==> src/rtl/i2s_codec_ep.sv <==
// Codec-side I2S slave endpoint: follows external SCK/WS, deserializes stereo frames onto rx valid/ready and serializes tx frames onto sd_o.
// Optional build macro I2S_CODEC_STAT_EN adds saturating overrun/underrun counters (ovr_cnt_o, udr_cnt_o).
module i2s_codec_ep #(
    parameter int DATA_WIDTH  = 32,
    parameter int SYNC_STAGES = 2
) (
    input  logic                    clk_i,
    input  logic                    rst_n_i,
    input  logic                    en_i,
    input  logic                    lsb_i,
    input  logic [1:0]              dtl_i,
    input  logic                    sck_i,
    input  logic                    ws_i,
    input  logic                    sd_i,
    output logic                    sd_o,
    output logic                    rx_valid_o,
    input  logic                    rx_ready_i,
    output logic [2*DATA_WIDTH-1:0] rx_data_o,
    input  logic                    tx_valid_i,
    output logic                    tx_ready_o,
    input  logic [2*DATA_WIDTH-1:0] tx_data_i,
    output logic                    ovr_o,
    output logic                    udr_o,
`ifdef I2S_CODEC_STAT_EN
    output logic [15:0]             ovr_cnt_o,
    output logic [15:0]             udr_cnt_o,
`endif
    output logic                    busy_o
);

    localparam int LW = DATA_WIDTH;
    localparam int PW = $clog2(LW);

    typedef enum logic [1:0] {IDLE, LEFT, RIGHT} state_t;

    state_t        state;
    logic [2:0]    sync_q [SYNC_STAGES];
    logic          sck_q;
    logic          sck_s, ws_s, sd_s;
    logic          sck_rise, sck_fall;
    logic          ws_cur;
    logic [5:0]    rx_idx, tx_idx;
    logic [5:0]    n_bits;
    logic [LW-1:0] rx_left, rx_right, right_next;
    logic [LW-1:0] tx_left, tx_right, tx_lane;
    logic          frame_edge, boundary, commit, tx_load;
    logic          rx_bit_en, tx_bit;
    logic [PW-1:0] rx_pos, tx_pos;

    // Lane bit that holds wire bit idx of an n-bit sample (left-aligned lanes).
    function automatic logic [PW-1:0] lane_pos(input logic [5:0] idx, input logic [5:0] n,
                                               input logic lsb);
        int p;
        p = lsb ? (LW - int'(n) + int'(idx)) : (LW - 1 - int'(idx));
        return PW'(p);
    endfunction

    function automatic logic [5:0] sat_inc(input logic [5:0] idx);
        return (idx >= 6'd32) ? 6'd32 : idx + 6'd1;
    endfunction

    // ---- synchronizers and SCK edge detect ----
    always_ff @(posedge clk_i) begin
        if (!rst_n_i) begin
            for (int k = 0; k < SYNC_STAGES; k++) sync_q[k] <= '0;
            sck_q <= 1'b0;
        end else begin
            sync_q[0] <= {sck_i, ws_i, sd_i};
            for (int k = 1; k < SYNC_STAGES; k++) sync_q[k] <= sync_q[k-1];
            sck_q <= sync_q[SYNC_STAGES-1][2];
        end
    end

    assign sck_s    = sync_q[SYNC_STAGES-1][2];
    assign ws_s     = sync_q[SYNC_STAGES-1][1];
    assign sd_s     = sync_q[SYNC_STAGES-1][0];
    assign sck_rise = sck_s & ~sck_q;
    assign sck_fall = ~sck_s & sck_q;

    // ws_s is the new WS sample, ws_cur the one from the previous rising edge.
    assign n_bits     = ({4'd0, dtl_i} + 6'd1) << 3;
    assign boundary   = sck_rise && (ws_s != ws_cur);
    assign frame_edge = sck_rise && ws_cur && !ws_s;
    assign commit     = (state == RIGHT) && frame_edge;
    assign tx_load    = frame_edge && (state != LEFT);
    assign rx_bit_en  = (state != IDLE) && (rx_idx < n_bits);
    assign rx_pos     = lane_pos(rx_idx, n_bits, lsb_i);
    assign tx_pos     = lane_pos(tx_idx, n_bits, lsb_i);
    assign tx_lane    = ws_cur ? tx_right : tx_left;
    assign tx_bit     = (tx_idx < n_bits) ? tx_lane[tx_pos] : 1'b0;
    assign busy_o     = (state != IDLE);

    // The committed right lane must include the bit sampled on the committing edge.
    always_comb begin
        right_next = rx_right;
        if (state == RIGHT && rx_bit_en) right_next[rx_pos] = sd_s;
    end

    // ---- frame FSM, rx deserializer, tx serializer ----
    always_ff @(posedge clk_i) begin
        if (!rst_n_i) begin
            state      <= IDLE;
            rx_idx     <= '0;
            tx_idx     <= '0;
            ws_cur     <= 1'b0;
            sd_o       <= 1'b0;
            rx_valid_o <= 1'b0;
            rx_data_o  <= '0;
            tx_ready_o <= 1'b0;
            ovr_o      <= 1'b0;
            udr_o      <= 1'b0;
        end else begin
            tx_ready_o <= 1'b0;
            ovr_o      <= 1'b0;
            udr_o      <= 1'b0;
            if (sck_rise) ws_cur <= ws_s;
            if (rx_valid_o && rx_ready_i) rx_valid_o <= 1'b0;

            if (!en_i) begin
                state      <= IDLE;
                rx_idx     <= '0;
                tx_idx     <= '0;
                sd_o       <= 1'b0;
                rx_valid_o <= 1'b0;
            end else begin
                if (sck_rise) begin
                    case (state)
                        IDLE: begin
                            if (frame_edge) begin
                                state   <= LEFT;
                                rx_idx  <= '0;
                                tx_idx  <= '0;
                                rx_left <= '0;
                            end
                        end
                        LEFT: begin
                            if (rx_bit_en) rx_left[rx_pos] <= sd_s;
                            if (boundary) begin
                                state    <= RIGHT;
                                rx_idx   <= '0;
                                tx_idx   <= '0;
                                rx_right <= '0;
                            end else begin
                                rx_idx <= sat_inc(rx_idx);
                            end
                        end
                        RIGHT: begin
                            if (rx_bit_en) rx_right[rx_pos] <= sd_s;
                            if (boundary) begin
                                state   <= LEFT;
                                rx_idx  <= '0;
                                tx_idx  <= '0;
                                rx_left <= '0;
                            end else begin
                                rx_idx <= sat_inc(rx_idx);
                            end
                        end
                        default: state <= IDLE;
                    endcase

                    if (tx_load) begin
                        if (tx_valid_i) begin
                            {tx_left, tx_right} <= tx_data_i;
                            tx_ready_o          <= 1'b1;
                        end else begin
                            tx_left  <= '0;
                            tx_right <= '0;
                            udr_o    <= 1'b1;
                        end
                    end

                    if (commit) begin
                        if (!rx_valid_o || rx_ready_i) begin
                            rx_data_o  <= {rx_left, right_next};
                            rx_valid_o <= 1'b1;
                        end else begin
                            ovr_o <= 1'b1;
                        end
                    end
                end

                if (sck_fall && state != IDLE) begin
                    sd_o   <= tx_bit;
                    tx_idx <= sat_inc(tx_idx);
                end
            end
        end
    end

`ifdef I2S_CODEC_STAT_EN
    // ---- saturating event counters ----
    always_ff @(posedge clk_i) begin
        if (!rst_n_i || !en_i) begin
            ovr_cnt_o <= '0;
            udr_cnt_o <= '0;
        end else begin
            if (ovr_o && ovr_cnt_o != 16'hFFFF) ovr_cnt_o <= ovr_cnt_o + 16'd1;
            if (udr_o && udr_cnt_o != 16'hFFFF) udr_cnt_o <= udr_cnt_o + 16'd1;
        end
    end
`endif

endmodule

==> config.mk <==
export PLATFORM = sky130hd
export DESIGN_NAME = i2s_codec_ep
export DESIGN_NICKNAME = d
export VERILOG_FILES = /design/src/rtl/i2s_codec_ep.sv
export SDC_FILE = /design/constraint.sdc
export NUM_CORES = 1
export LEC_CHECK = 0
export CAP_MARGIN = 25
export CORE_UTILIZATION = 45
export CTS_BUF_LIST = sky130_fd_sc_hd__clkbuf_4 sky130_fd_sc_hd__clkbuf_8
export CTS_CLUSTER_SIZE = 25
export DETAILED_ROUTE_END_ITERATION = 10
export PLACE_DENSITY = 0.77
export SLEW_MARGIN = 20
export SYNTH_ARGS = -nofsm -noshare
export SYNTH_HDL_FRONTEND = slang
export SYNTH_SLANG_ARGS = --single-unit
==> constraint.sdc <==
create_clock -name clk_i -period 23.5 [get_ports clk_i]
set_input_delay 4.7 -clock clk_i [delete_from_list [all_inputs] [get_ports clk_i]]
set_output_delay 4.7 -clock clk_i [all_outputs]
set_load 0.03 [all_outputs]
==> key figures, run 1 <==
Route
  • Residual DRC count: 0
  • 1st-pass router iterations: 5
  • Initial DRC count: 565
  • Routed vias/inst: 5.33
  • Routed wire length: around 25 mm
  • Routed via count: just under 8,000
  • Wire per inst: 16.7 um
  • Detail Route Antenna Nets: 0

CTS
  • CTS hold repair buffers: 0
  • Post_cts resized: 0
  • Clock insertion delay at the later pin of the skew report: roughly 0.54 ns
  • H-tree lvl count: 2
  • Root buf cell: clkbuf_8
  • Clk buf depth: 3
  • Clock sinks: 219
  • CTS tree: done
  • Clock transition at path regs: around 0.060 ns
  • # Post-CTS Setup Buffers: 0
  • Cts bufs inserted: 37

Layout
  • Layout cells sized above 1: between 10% and 20%
  • Diode count: 0
  • Layout Utilization: 56.6%
  • Area Overhead vs Synth: 22.4%
  • Nets: 1,228
  • Fin cells: roughly 1,500

Global routing
  • Antenna violations before repair: 0
  • Vias in the first global route: between 7,000 and 8,000
  • GRT Total Usage: between 20 and 25%
  • Global-route wire length before repair: between 40 and 50 mm
  • Largest net degree at the start of global routing: a little under 100
  • Grt total ovfl: 0

Min path
  • Hold path start: sync_q[0][0]
  • Hold Path End: sync_q[0][3]
  • Worst min-delay path class: flop to flop
  • Worst Hold Depth: 1

Power and ir drop
  • Lkg Pwr: around 4.6 nW
  • Total Power: about 0.00082 W
  • PD cells: around 61 nW/um^2
  • Peak VDD IR: between 0.04 and 0.05 mV

Synth
  • EDFF count, synth: ~130
  • Netlist area before placement: 10,900 um^2
  • Synth async-reset ratio: 0%
  • Post-synth top flop: edfxtp_1
  • Syn Area/Cell: 10.8 um^2
  • YS warnings: 0
  • Post-Syn Nets: around 1,100
  • Register bit total from synthesis: roughly 220
  • Synth cell types: 65
  • Mapped Cells: just over 1,000
  • Post-synthesis sequential area ratio: between 50% and 60%

STA
  • Fmax: ~140 MHz
  • Slew Viols, Final: 0
  • Post-layout min period: a little over 7 ns
  • Final Cycle Share: 30.7%
  • Actual slew at the worst max-slew pin: 0.877 ns
  • Skew final: ~0.022 ns
  • Hold Vio Cnt, Final: 0
  • Worst hold margin: between 0.4 and 0.5 ns
  • Post-route setup TNS: 0 ns
  • Slew Limit Headroom: between 40% and 50%
  • Unrepaired setup endpoints after global routing: no
  • Setup Viol. Count Final: 0

Setup path
  • R2R Setup Slk: 20.58 ns
  • Top delay family on crit path: compound AO/OA/AOI/OAI gates
  • Reg2Reg Depth: 7
  • WP depth: 8
  • CP max stage delay: between 0.5 and 0.6 ns
  • CP startpoint kind: input pin
  • WP data arrival: roughly 7.5 ns
  • Worst R2R End: rx_data_o[51]
  • Endpoint class of the critical path: flop
  • Worst R2R Start: ws_cur
  • Bufs and invs on worst path: 1
  • Worst Path Required: approximately 24 ns
  • Crit-path cells: clkdlybuf4s50_1, ha_1, xnor3_2, o21a_1, o21ai_2, nand2b_1, mux2i_1, nor2b_1
  • CP Max Fanout: 12
  • Master of the slowest instance on the critical path: xnor3_2
  • CP Class: input pin to flop

Placed design
  • # placed instances: roughly 1,400
  • IO Port Bufs: between 100 and 150
  • GP Congestion: 0.811
  • Dpl hpwl: about 17 mm

Floorplan
  • Die X: 158 um
  • Starting Density: between 40% and 50%
  • # IOs: 145
  • Die H: about 160 um
  • Die area: between 20,000 and 25,000 um^2
  • Core area: about 24,000 um^2
  • Rows: 56

Outcome
  • Status: finished clean

Job
  • Max_cap viols: 0
[power by group]
| part | internal (W) | total [W] | switching [W] |
|---|---|---|---|
| clock | 0.000218 | 0.000373 | 0.000155 |
| sequential | 0.000404 | 0.000404 | 0.000000403 |
| combinational | 0.0000220 | 0.0000416 | 0.0000196 |
[synth_stat cells, types with 3 or more instances]
cell type	count	area [um^2]
a21boi_0	67	503
a21oi_1	42	210
nor4_1	3	18.8
clkbuf_1	45	169
nand2_1	98	368
o21ai_2	4	35.0
mux4_2	20	450
nor2b_1	36	225
a31oi_1	9	56.3
and2_1	75	469
nor3_1	11	55.1
buf_6	4	45.0
a2111oi_0	3	26.3
o21ai_0	80	400
nand3_1	6	30.0
nand4_1	13	81.3
buf_1	3	11.3
mux2i_1	74	741
dfxtp_1	91	1820
ha_1	13	163
xor2_1	6	52.6
buf_4	7	52.6
and3_1	5	31.3
edfxtp_1	128	3840
nor2_1	73	274
nand2b_1	16	100
a211oi_1	3	22.5
nor3b_1	4	30.0
inv_1	14	52.6
buf_2	14	70.1
[placed cells by master (no fill, tap or decap), types with 36 or more instances in the layout]
cell type / instances
nor2_1: 73
clkbuf_8: 44
dfxtp_1: 90
clkdlybuf4s50_1: 142
edfxtp_1: 128
nor2b_1: 36
mux2i_1: 74
and2_1: 75
nand2_1: 98
a21oi_1: 42
o21ai_0: 80
a21boi_0: 67
[state kept, by name, summed over array words and instances (netlist names)]
signal,cells
rx_right,32
tx_ready_o,1
rx_valid_o,1
rx_left,32
sync_q,6
ovr_o,1
state,2
sck_q,1
rx_data_o,64
udr_o,1
tx_idx,6
tx_right,32
tx_left,32
ws_cur,1
rx_idx,6
sd_o,1
[cells by family (layout without fill, tap and decap cells)]
family | Yosys count | count (layout) | share of synthesized area, %
xor gates and xnor gates | 11 | 11 | 1.23
and+or+nand+nor | 360 | 360 | 17.3
DFF | 219 | 219 | 51.9
AOI/OAI and AO/OA | 224 | 224 | 12.7
buffers and inverters | 89 | 242 | 3.75
muxes | 98 | 98 | 11.7
adders and majority gates | 13 | 13 | 1.49
[through the flow]
step                      instance area [um^2]  setup slack, ns
after floorplan                          10900            12.22
final                                    13400            16.30
after CTS                                13400            16.31
after global placement                   12600            15.92
after detailed placement                 12600            15.77
after global routing                     13400            16.13
[final cells by class]
class,count,area [um^2]
flip-flops and latches,219,5670
fillers,2021,10200
well taps,319,399
clock inverters,13,141
multi-input cells,706,4880
clock buffers,53,673
repair buffers,161,1560
inverters,15,56.3
[worst max path at each step]
stage / endpoint / slack, ns / from
after floorplan: rx_left[0] / 12.22 / dtl_i[0]
after CTS: rx_right[2] / 16.31 / dtl_i[0]
final: rx_right[2] / 16.30 / dtl_i[0]
after global placement: rx_left[6] / 15.92 / dtl_i[0]
after global routing: rx_right[2] / 16.13 / dtl_i[0]
after detailed placement: rx_right[2] / 15.77 / dtl_i[0]
[per-layer routing]
metal  share of wire [%]  wire, um  global-route usage, %
met2                  44     11000                   31.1
met3                 7.7      1920                   4.82
met1                  46     11300                   28.8
met5                   0         0                      0
met4                 2.4       607                   7.58
No activity file was read; power rests on OpenSTA's default activity.
==> inputs of run 2 (changes only) <==
- clock period: 23.5 -> 7.4 ns (I/O delays scaled with it)
==> run 2 against run 1 <==
  * Global-route usage shrank 0.18 points
  * Hold slack lost 0.0067 ns
  * Sequential power grew to 3.2 times the previous value
  * Largest power group unchanged
==> key figures, run 2 (synthesis gave the netlist of run 1 again) <==
Layout
  • Commonest non-fill, non-tap cell in the layout: clkdlybuf4s50_1
  • Layout cells sized above 1: between 10% and 20%
  • Most frequent cells in the layout: 142 x clkdlybuf4s50_1, 128 x edfxtp_1, 98 x nand2_1, 90 x dfxtp_1, 80 x o21ai_0
  • Multi-input logic area: approximately 4900 um^2
  • Fill cells: roughly 2,000
  • Area Overhead vs Synth: 22.5%
  • Post-route cell area: 13,400 um^2
  • Nets: between 1,000 and 1,500
  • Reg with most FFs: rx_data_o
  • FF+latch area: approximately 5700 um^2
  • Diode count: 0
  • Max reg flops: 64
  • Layout Utilization: a little under three fifths
  • Fin cells: roughly 1,500

Setup path
  • CP startpoint kind: input pin
  • CP Class: input pin to flop
  • Bufs and invs on worst path: 2
  • Worst R2R Start: ws_cur
  • Master of the slowest instance on the critical path: a2111oi_2
  • CP Max Fanout: 26
  • Crit-path cells: clkdlybuf4s50_1, ha_1, a21boi_0, o21ai_1, nand2_1, a2111oi_2, buf_4
  • Worst Path Required: about 7.6 ns
  • Worst R2R End: rx_left[23]
  • CP max stage delay: between 0.8 and 0.9 ns
  • Top delay family on crit path: compound AO/OA/AOI/OAI gates
  • Endpoint class of the critical path: flop
  • WP data arrival: about 4.4 ns
  • R2R Setup Slk: around 4 ns
  • Reg2Reg Depth: 5

Placed design
  • GP Congestion: 0.804
  • Dpl hpwl: about 16 mm
  • # placed instances: approximately 1,400
  • Placed inst area: around 13,000 um^2
  • IO Port Bufs: around 140

Power and ir drop
  • PD cells: just under 200 nW/um^2
  • Clk pwr share: ~45%
  • Sequential share of power: between 40% and 50%
  • Net Switching: 0.000560 W
  • Lkg Pwr: roughly 4.6 nW
  • Comb pwr share: roughly 5.1%
  • Total Power: approximately 0.0026 W
  • Switch share: between 20% and 30%
  • Cell Int Power: 0.00203 W
  • Peak VDD IR: about 0.11 mV

Route
  • Initial DRC count: 639
  • Routed vias/inst: 5.29
  • 1st-pass router iterations: 5
  • Routed via count: a little under 8,000
  • Routed wire length: roughly 25 mm
  • Wire per inst: roughly 17 um
  • Detail Route Antenna Nets: 0
  • Residual DRC count: 0

Global routing
  • Vias in the first global route: between 7,000 and 8,000
  • GRT Total Usage: between 20% and 30%
  • Antenna violations before repair: 1
  • Grt total ovfl: 0
  • Global-route wire length before repair: about 40 mm
  • Largest net degree at the start of global routing: 97

STA
  • Final Cycle Share: a little under three fifths
  • Post-route setup TNS: 0 ns
  • Post-layout min period: 4.26 ns
  • Hold Vio Cnt, Final: 0
  • Slew Limit Headroom: around 34%
  • Fmax: approximately 230 MHz
  • Skew final: 0.0190 ns
  • Actual slew at the worst max-slew pin: about 1 ns
  • Unrepaired setup endpoints after global routing: no
  • Setup Viol. Count Final: 0
  • Slew Viols, Final: 0

Floorplan
  • Core area: around 24,000 um^2
  • Die H: between 150 and 200 um
  • Die X: 158 um
  • Starting Density: roughly 46%
  • # IOs: roughly 150
  • Die area: about 25,000 um^2
  • Rows: 56

Outcome
  • Status: finished clean

CTS
  • # Post-CTS Setup Buffers: 0
  • H-tree lvl count: 2
  • Cts bufs inserted: 39
  • Clock insertion delay at the later pin of the skew report: ~0.53 ns
  • CTS tree: done
  • CTS hold repair buffers: 0
  • Clock transition at path regs: around 0.060 ns
  • Clk buf depth: 3
  • Clock sinks: 219
  • Post_cts resized: 0
  • Root buf cell: clkbuf_8

Job
  • Max_cap viols: 0

Min path
  • Hold Path End: sync_q[0][3]
  • Worst min-delay path class: flop to flop
  • Hold path start: sync_q[0][0]
  • Worst Hold Depth: 1
[run 2: area by class of cell]
class | count | share of cell area (%)
repair buffers | 158 | 11.5
inverters | 15 | 0.421
flip-flops and latches | 219 | 42.4
clock buffers | 58 | 5.55
multi-input cells | 706 | 36.5
clock inverters | 14 | 0.748
well taps | 319 | 2.98
[run 2: power groups by stage]
stage / Clock (W) / Sequential [W] / Combinational, W
floorplan: 0 / 0.00131 / 0.0000786
global placement: 0 / 0.00131 / 0.000131
detailed placement: 0 / 0.00131 / 0.000132
CTS: 0.00120 / 0.00128 / 0.000133
global route: 0.00126 / 0.00128 / 0.000143
finish: 0.00118 / 0.00128 / 0.000132
[run 2: how the worst max path moves through the flow]
stage                         from           to  slack (ns)  cells past startpoint
after floorplan            rst_n_i   tx_left[0]        0.41                      3
final                     dtl_i[0]  rx_left[23]        3.14                      7
after CTS                 dtl_i[0]  rx_left[26]        3.13                      7
after detailed placement  dtl_i[0]  rx_left[26]        2.59                      7
after global placement    dtl_i[0]  rx_left[26]        2.70                      7
after global routing      dtl_i[0]  rx_left[17]        2.89                      7
[run 2: per-stage QoR]
step | worst slack, ns | hold WS [ns]
floorplan | 0.412 | 0.412
global placement | 2.70 | 0.415
detailed placement | 2.59 | 0.418
CTS | 3.13 | 0.431
global route | 2.89 | 0.452
finish | 3.14 | 0.429
[run 2: routing by layer]
metal / vias up / global-route usage, % / part of all wire (%)
li1: 3875 / - / -
met1: 3739 / 27.8 / 46
met2: 217 / 32.5 / 46
met3: 45 / 4.33 / 5.9
met4: 2 / 6.75 / 2.1
met5: - / 0 / 0.041
==> inputs of run 3 (changes only) <==
- clock period: 7.4 -> 4.3 ns (I/O delays scaled with it)
==> run 3 against run 2 <==
  * Setup slack got worse by 2.2 ns
  * Total power increased by 69%
  * Register-to-register slack got worse by 2.2 ns
==> key figures, run 3 (synthesis gave the netlist of run 1 again) <==
Outcome
  • Status: finished clean

CTS
  • Cts bufs inserted: 37
  • Clock sinks: between 200 and 250
  • Clock insertion delay at the later pin of the skew report: 0.53 ns
  • CTS tree: done
  • Root buf cell: clkbuf_8
  • Clock transition at path regs: 0.05 ns
  • # Post-CTS Setup Buffers: 0
  • H-tree lvl count: 2
  • Post_cts resized: 0
  • CTS hold repair buffers: 0
  • Clk buf depth: 3

Setup path
  • Endpoint class of the critical path: flop
  • Worst Path Required: between 4 and 5 ns
  • CP Class: input pin to flop
  • CP startpoint kind: input pin
  • CP Max Fanout: 12
  • Worst R2R End: rx_left[5]
  • Reg2Reg Depth: 7
  • R2R Setup Slk: around 1.7 ns
  • Worst R2R Start: rx_idx[3]
  • Master of the slowest instance on the critical path: xnor3_2
  • WP data arrival: 3.59 ns
  • CP max stage delay: between 0.5 and 0.6 ns
  • Crit-path cells: clkdlybuf4s50_1, ha_1, xnor3_2, o21a_1, o21ai_2, nand2b_1, mux2i_1, nor2b_1

Floorplan
  • Core area: approximately 24,000 um^2
  • # IOs: between 100 and 150
  • Die area: between 20,000 and 25,000 um^2
  • Starting Density: 46.3%
  • Die X: approximately 160 um
  • Die H: 158 um
  • Rows: 56

STA
  • Post-layout min period: 3.32 ns
  • Skew final: 0.0250 ns
  • Slew Viols, Final: 0
  • Setup Viol. Count Final: 0
  • Slew Limit Headroom: between 40% and 50%
  • Actual slew at the worst max-slew pin: 0.813 ns
  • Fmax: around 300 MHz
  • Final Cycle Share: 77.3%
  • Unrepaired setup endpoints after global routing: no
  • Hold Vio Cnt, Final: 0

Global routing
  • Vias in the first global route: between 7,000 and 8,000
  • Global-route wire length before repair: 40.4 mm
  • Largest net degree at the start of global routing: 73
  • Grt total ovfl: 0
  • GRT Total Usage: between 20 and 25%
  • Antenna violations before repair: 1

Layout
  • Reg with most FFs: rx_data_o
  • Nets: 1,237
  • Fill cells: between 2,000 and 2,500
  • Area Overhead vs Synth: 23.3%
  • Commonest non-fill, non-tap cell in the layout: clkdlybuf4s50_1
  • Most frequent cells in the layout: 142 x clkdlybuf4s50_1, 128 x edfxtp_1, 98 x nand2_1, 90 x dfxtp_1, 80 x o21ai_0
  • Layout cells sized above 1: a little under an eighth
  • Diode count: 0
  • Max reg flops: 64
  • Post-route cell area: between 10,000 and 15,000 um^2

Min path
  • Worst min-delay path class: flop to flop
  • Hold Path End: sync_q[0][4]
  • Worst Hold Depth: 1
  • Hold path start: sync_q[0][1]

Placed design
  • Placed inst area: roughly 13,000 um^2
  • GP Congestion: about 0.82
  • Dpl hpwl: between 15 and 20 mm
  • IO Port Bufs: about 140

Route
  • Initial DRC count: approximately 530
  • Wire per inst: 16.7 um
  • 1st-pass router iterations: 7
  • Routed via count: between 7,000 and 8,000
  • Routed vias/inst: between 5 and 6
  • Detail Route Antenna Nets: 0
  • Routed wire length: ~25 mm
  • Residual DRC count: 0

Power and ir drop
  • PD cells: between 300 and 400 nW/um^2
  • Peak VDD IR: roughly 0.21 mV
  • Lkg Pwr: 4.68 nW
  • Total Power: around 0.0044 W

Job
  • Max_cap viols: 0
-- run 3: changes by cell type in the layout (fill, tap and decap cells not counted), moves of 2 or more --
cell	before	now
buf_4	14	23
clkbuf_8	49	43
clkbuf_4	9	14
buf_12	0	3
clkinv_1	4	2
-- run 3: final cells by class --
class | count | area [um^2] | area share (%)
inverter | 15 | 56.3 | 0.418
clock inverter | 11 | 87.6 | 0.650
tap | 319 | 399 | 2.96
multi-input combinational | 706 | 4900 | 36.4
timing repair buffer | 170 | 1660 | 12.4
clock buffer | 57 | 697 | 5.17
sequential | 219 | 5670 | 42.1
-- run 3: routing by layer --
layer / GRT usage (%) / wire, um / part of all wire [%]
met2: 33.3 / 11700 / 47
met3: 4.08 / 1400 / 5.6
met1: 28.1 / 11400 / 46
met5: 0 / 8 / 0.032
met4: 5.87 / 457 / 1.8
-- run 3: through the flow --
step           setup WS (ns)  instances  hold slack, ns  util (%)  setup TNS [ns]
6_report               0.976       1497           0.437      57.0               0
2_1_floorplan        -0.0513       1014           0.412         -           -1.64
4_1_cts                 1.01       1496           0.436      57.0               0
3_3_place_gp           0.561       1428           0.414      53.6               0
5_1_grt                0.894       1497           0.457      57.0               0
3_5_place_dp           0.442       1428           0.422      53.6               0
-- run 3: power breakdown --
group          total [W]  internal, W  leakage (nW)  switching, W
logic           0.000230     0.000122          2.27      0.000108
registers        0.00221      0.00221          1.98    0.00000299
clock network    0.00195      0.00110         0.425      0.000842
total            0.00439      0.00343          4.68      0.000954
-- run 3: how the worst max path moves through the flow --
| stage | from | endpoint | slack, ns | cells past startpoint |
|---|---|---|---|---|
| 2_1_floorplan | dtl_i[0] | rx_left[0] | -0.05 | 5 |
| 3_3_place_gp | dtl_i[0] | rx_right[1] | 0.56 | 8 |
| 3_5_place_dp | dtl_i[0] | rx_left[1] | 0.44 | 8 |
| 4_1_cts | dtl_i[0] | rx_right[1] | 1.01 | 8 |
| 5_1_grt | dtl_i[0] | rx_left[1] | 0.89 | 8 |
| 6_report | dtl_i[0] | rx_right[1] | 0.98 | 8 |
-- run 3: critical path, delay by kind of cell --
| kind | cells | cell delay (ns) |
|---|---|---|
| AO/OA/AOI/OAI | 2 | 0.75 |
| XOR/XNOR | 1 | 0.54 |
| buffers and inverters | 1 | 0.51 |
| adder cells (fa/ha/maj) | 1 | 0.42 |
| AND/OR/NAND/NOR | 2 | 0.31 |
| multiplexers | 1 | 0.20 |
